### config.mk
export PLATFORM = sky130hd
export DESIGN_NAME = serial_adder_ctrl
export DESIGN_NICKNAME = d
export VERILOG_FILES = /design/src/rtl/serial_adder_ctrl.sv
export SDC_FILE = /design/constraint.sdc
export NUM_CORES = 1
export LEC_CHECK = 0
export ABC_AREA = 1
export ABC_CLOCK_PERIOD_IN_PS = 1800
export CAP_MARGIN = 0
export CELL_PAD_IN_SITES_DETAIL_PLACEMENT = 2
export CELL_PAD_IN_SITES_GLOBAL_PLACEMENT = 2
export CORE_AREA = 2 2 72 74
export CTS_CLUSTER_DIAMETER = 30
export DETAILED_ROUTE_END_ITERATION = 12
export DIE_AREA = 0 0 74 76
export GPL_TIMING_DRIVEN = 0
export PLACE_DENSITY = 0.89
export SLEW_MARGIN = 20
export SYNTH_ARGS = -nofsm -noshare
export SYNTH_HDL_FRONTEND = slang
export SYNTH_SLANG_ARGS = --single-unit
### constraint.sdc
create_clock -name i_clk -period 1.8 [get_ports i_clk]
set_input_delay 0.36 -clock i_clk [delete_from_list [all_inputs] [get_ports i_clk]]
set_output_delay 0.36 -clock i_clk [all_outputs]
set_load 0.01 [all_outputs]
### src/rtl/serial_adder_ctrl.sv
// Bit-serial adder: one bit pair per clock through a pair of chained half adders,
// LSB first, with the sum presented on a valid/ready handshake until accepted.
//
// state | meaning
// IDLE  | waiting for operands, o_ready=1
// RUN   | shifting one bit per clock through the adder, o_busy=1
// DONE  | result held on o_sum/o_cout, o_valid=1 until i_ready

module serial_adder_ctrl #(
    parameter int WIDTH = 8
) (
    input  logic             i_clk,
    input  logic             i_rst_n,
    input  logic             i_valid,
    output logic             o_ready,
    input  logic [WIDTH-1:0] i_a,
    input  logic [WIDTH-1:0] i_b,
    input  logic             i_cin,
    output logic             o_busy,
    output logic             o_valid,
    input  logic             i_ready,
    output logic [WIDTH-1:0] o_sum,
    output logic             o_cout
);

    localparam int CW = $clog2(WIDTH) + 1;
    localparam logic [CW-1:0] LAST_BIT = CW'(WIDTH - 1);

    typedef enum logic [1:0] {
        IDLE = 2'd0,
        RUN  = 2'd1,
        DONE = 2'd2
    } state_t;

    state_t           state;
    state_t           state_nxt;
    logic [WIDTH-1:0] a_sr;
    logic [WIDTH-1:0] b_sr;
    logic             carry;
    logic [CW-1:0]    bit_cnt;

    logic             ha1_s;
    logic             ha1_c;
    logic             ha2_s;
    logic             ha2_c;
    logic             carry_nxt;
    logic [WIDTH:0]   sum_cat;
    logic             last_bit;

    assign ha1_s     = a_sr[0] ^ b_sr[0];
    assign ha1_c     = a_sr[0] & b_sr[0];
    assign ha2_s     = ha1_s ^ carry;
    assign ha2_c     = ha1_s & carry;
    assign carry_nxt = ha1_c | ha2_c;
    // Concatenation keeps the shift legal for WIDTH=1, where o_sum[WIDTH-1:1] is empty.
    assign sum_cat   = {ha2_s, o_sum};
    assign last_bit  = (bit_cnt == LAST_BIT);

    always_ff @(posedge i_clk or negedge i_rst_n) begin
        if (!i_rst_n) begin
            state <= IDLE;
        end else begin
            state <= state_nxt;
        end
    end

    always_comb begin
        state_nxt = state;
        o_ready   = 1'b0;
        o_busy    = 1'b0;
        o_valid   = 1'b0;
        case (state)
            IDLE: begin
                o_ready = 1'b1;
                if (i_valid) begin
                    state_nxt = RUN;
                end
            end
            RUN: begin
                o_busy = 1'b1;
                if (last_bit) begin
                    state_nxt = DONE;
                end
            end
            DONE: begin
                o_valid = 1'b1;
                if (i_ready) begin
                    state_nxt = IDLE;
                end
            end
            default: begin
                state_nxt = IDLE;
            end
        endcase
    end

    always_ff @(posedge i_clk or negedge i_rst_n) begin
        if (!i_rst_n) begin
            a_sr    <= '0;
            b_sr    <= '0;
            carry   <= 1'b0;
            bit_cnt <= '0;
            o_sum   <= '0;
            o_cout  <= 1'b0;
        end else begin
            case (state)
                IDLE: begin
                    if (i_valid) begin
                        a_sr    <= i_a;
                        b_sr    <= i_b;
                        carry   <= i_cin;
                        bit_cnt <= '0;
                        o_sum   <= '0;
                    end
                end
                RUN: begin
                    a_sr    <= a_sr >> 1;
                    b_sr    <= b_sr >> 1;
                    carry   <= carry_nxt;
                    o_sum   <= sum_cat[WIDTH:1];
                    bit_cnt <= bit_cnt + CW'(1);
                    if (last_bit) begin
                        o_cout <= carry_nxt;
                    end
                end
                default: begin
                end
            endcase
        end
    end

endmodule

==> flow_summary_export.csv <==
group,metric,value,unit
power_and_ir_drop,p_leak,0.960,nW
timing,relSlewSlack,68.9,%
placement,pre_cts_ws,-0.223,ns
cts,clkSlewWorstSetupHoldPaths,0.07,ns
worst_setup_path,cp_max_fo,10,
worst_setup_path,worstSetupStartpointType,"register",
placement,hpwl,3020,µm
worst_setup_path,cp-end-kind,"output pin",
finish,post-route-util,41.1,%
synthesis,yosys.area.top_type,"dfrtp_1",
timing,hold_viol,0,
routing,drc,0,
synthesis,yosysTopAreaCellShare,54.3,%
global_route,grt_pass1_wl,7760,µm
global_route,gr-total-overflow,0,
die,die_w,74,µm
routing,via_per_inst,4.83,
routing,firstDrtPassIters,4,
worst_setup_path,slowest_stage,"dfrtp_2",
global_route,grt_max_degree,18,
finish,layout-drive-gt1-share,12.8,%
routing,wl_per_cell,15.7,µm
worst_setup_path,crit_family,"buffers and inverters",
timing,hold_ws,0.0214,ns
timing,setup_viol,0,
routing,finalWirelength,4400,µm
global_route,grt_pass1_vias,1564,
finish,antenna_cells,0,
worst_setup_path,critical_path_class,"reg2out",
timing,worst_pin_slew,0.466,ns
synthesis,synthCells,169,
synthesis,synth_edf_count,0,
synthesis,syn_area,0.00147,mm²
synthesis,yosys_warnings,0,
synthesis,synth_cell_types,18,
finish,fin_nets,234,
timing,fin_skew,0.00509,ns
synthesis,synth_async_sr_flop_share,100,%
synthesis,synthTopCellsByArea,"dfrtp_1, nand3_1, nand2_1",
die,start_util,30.0,%
die,die_area,0.00562,mm²
synthesis,seq_area_frac_synth,54.3,%
cts,clk_latency,0.29,ns
finish,stdcell_area,0.00202,mm²
synthesis,synth_flop_cell,"dfrtp_1",
synthesis,synth_fp_nets,192,
routing,drt_iter0_markers,36,
worst_setup_path,worstPathBufferInverterCount,3,
timing,fin_crit,1.73,ns
timing,drv_slew,0,
flow_run,maxCapViolCount,0,
cts,cts_tree,"done",
cts,cts-root-buf,"clkbuf_8",
routing,vias,1356,
worst_setup_path,worstPathRequired,1.44,ns
placement,place_congestion,0.734,
worst_setup_path,critical_path_arrival,1.37,ns
placement,placed_cell_area,0.00189,mm²
die,die_h,76,µm
timing,fmax,579,MHz
cts,htreeDepth,2,
finish,syn2layout_area_growth,37.0,%
synthesis,syn_avg_cell_area,8.72,µm²
synthesis,ys_ff_latch,32,
finish,fillerInstances,540,
die,row_count,26,
placement,io_buffers,31,
cts,cts_sinks,32,
die,core,0.00491,mm²
timing,period_share,95.9,%
power_and_ir_drop,power_density,1590,mW/mm²
outcome,status,"complete, no violations",
worst_setup_path,max_stage_delay,0.41,ns
timing,fin_tns_setup,0,ns
min_path,min_path_type,"in2async",
cts,clk_path_buf_depth,2,
cts,cts_buffers,5,
routing,ant_nets,0,
power_and_ir_drop,ir_worst_vdd,0.000414,V
global_route,grt_usage,17.9,%
worst_setup_path,path_cells,"inv_1 -> nor2_4 -> buf_4 -> dlygate4sd2_1",
timing,layout_setup_ws,0.0734,ns
die,io_pins,33,
global_route,antenna_found_initial,0,
timing,rsz0062_at_grt,"no",
[registers in the layout, summed over array words and instances, names as in the netlist]
signal	flops
a_sr	8
state	2
bit_cnt	4
carry	1
o_sum	8
b_sr	8
o_cout	1
[worst reg2reg max path: cells and delay by family (launching register included)]
kind | cells | cell delay, ns
buffers and inverters | 2 | 0.31
DFF | 1 | 0.45
and+or+nand+nor | 4 | 0.56
[path summary, 6_finish.rpt]
path                       startpoint        to  slack [ns]  depth (start not counted)
max                          state[0]    o_busy        0.07                          4
min                           i_rst_n  o_sum[3]        0.02                          1
max reg2reg                  state[1]   b_sr[7]        0.43                          6
min reg2reg                    o_cout    o_cout        0.50                          2
max in group asynchronous     i_rst_n  state[0]        1.32                          2
min in group i_clk            i_valid   b_sr[3]        0.42                          3
[through the flow]
stage	cells	power, W
2_1_floorplan	169	0.00197
3_3_place_gp	270	0.00247
3_5_place_dp	271	0.00256
4_1_cts	281	0.00326
5_1_grt	281	0.00350
6_report	281	0.00321
[cell type report]
class / instances / area, µm² / share of cell area (%)
multi-input cells: 118 / 579 / 28.7
flip-flops and latches: 32 / 803 / 39.8
repair buffers: 35 / 352 / 17.4
plain buffers: 11 / 71.3 / 3.53
inverters: 8 / 30.0 / 1.49
well taps: 70 / 87.6 / 4.34
clock buffers: 7 / 96.3 / 4.77
[logic make-up (layout without fill, tap and decap cells)]
| group | after synthesis | in the layout | share of synthesized area (%) |
|---|---|---|---|
| AND/OR/NAND/NOR | 108 | 108 | 33.3 |
| AO/OA/AOI/OAI | 7 | 7 | 2.72 |
| XOR/XNOR | 1 | 1 | 0.594 |
| flip-flops | 32 | 32 | 54.3 |
| adder cells (fa/ha/maj) | 2 | 2 | 2.21 |
| buffers and inverters | 19 | 61 | 6.88 |
[cell usage in the layout (no fill, tap or decap)]
master	n
nand3_1	60
nand2_1	41
dfrtp_1	30
clkdlybuf4s50_1	27
inv_1	8
buf_4	7
clkbuf_8	7
buf_2	6
nor2_1	4
o21ai_0	4
dlygate4sd2_1	3
nor2_4	2
dfrtp_2	2
clkbuf_2	1
buf_6	1
nand4_1	1
xnor2_1	1
o31ai_1	1
a21oi_1	1
o21bai_1	1
fa_1	1
ha_1	1
buf_16	1
[report_power, final]
| group | switching, W | internal, W | total, W |
|---|---|---|---|
| registers | 0.000220 | 0.00102 | 0.00124 |
| clock network | 0.000267 | 0.000340 | 0.000608 |
| logic | 0.000772 | 0.000595 | 0.00137 |
[cells in the mapped netlist (4+ instances only)]
| library cell | count |
|---|---|
| buf_2 | 5 |
| buf_4 | 4 |
| dfrtp_1 | 32 |
| inv_1 | 8 |
| nand2_1 | 41 |
| nand3_1 | 60 |
| nor2_1 | 5 |
| o21ai_0 | 4 |
[repair_timing]
| action | CTS | global route |
|---|---|---|
| hold buffers | 0 | 0 |
| setup endpoints to repair | 2 | 0 |
| buffers inserted | 3 | 0 |
| resized for setup | 7 | 0 |
[per-layer routing]
metal  track usage (%)  part of all wire [%]  vias to the layer above
met5                 0                     0                        -
met4              5.64                   1.8                        0
met3              4.63                   4.2                        9
met2              28.2                    50                       35
met1              23.7                    44                      665
li1                  -                     -                      647
No activity file was read; power rests on OpenSTA's default activity.
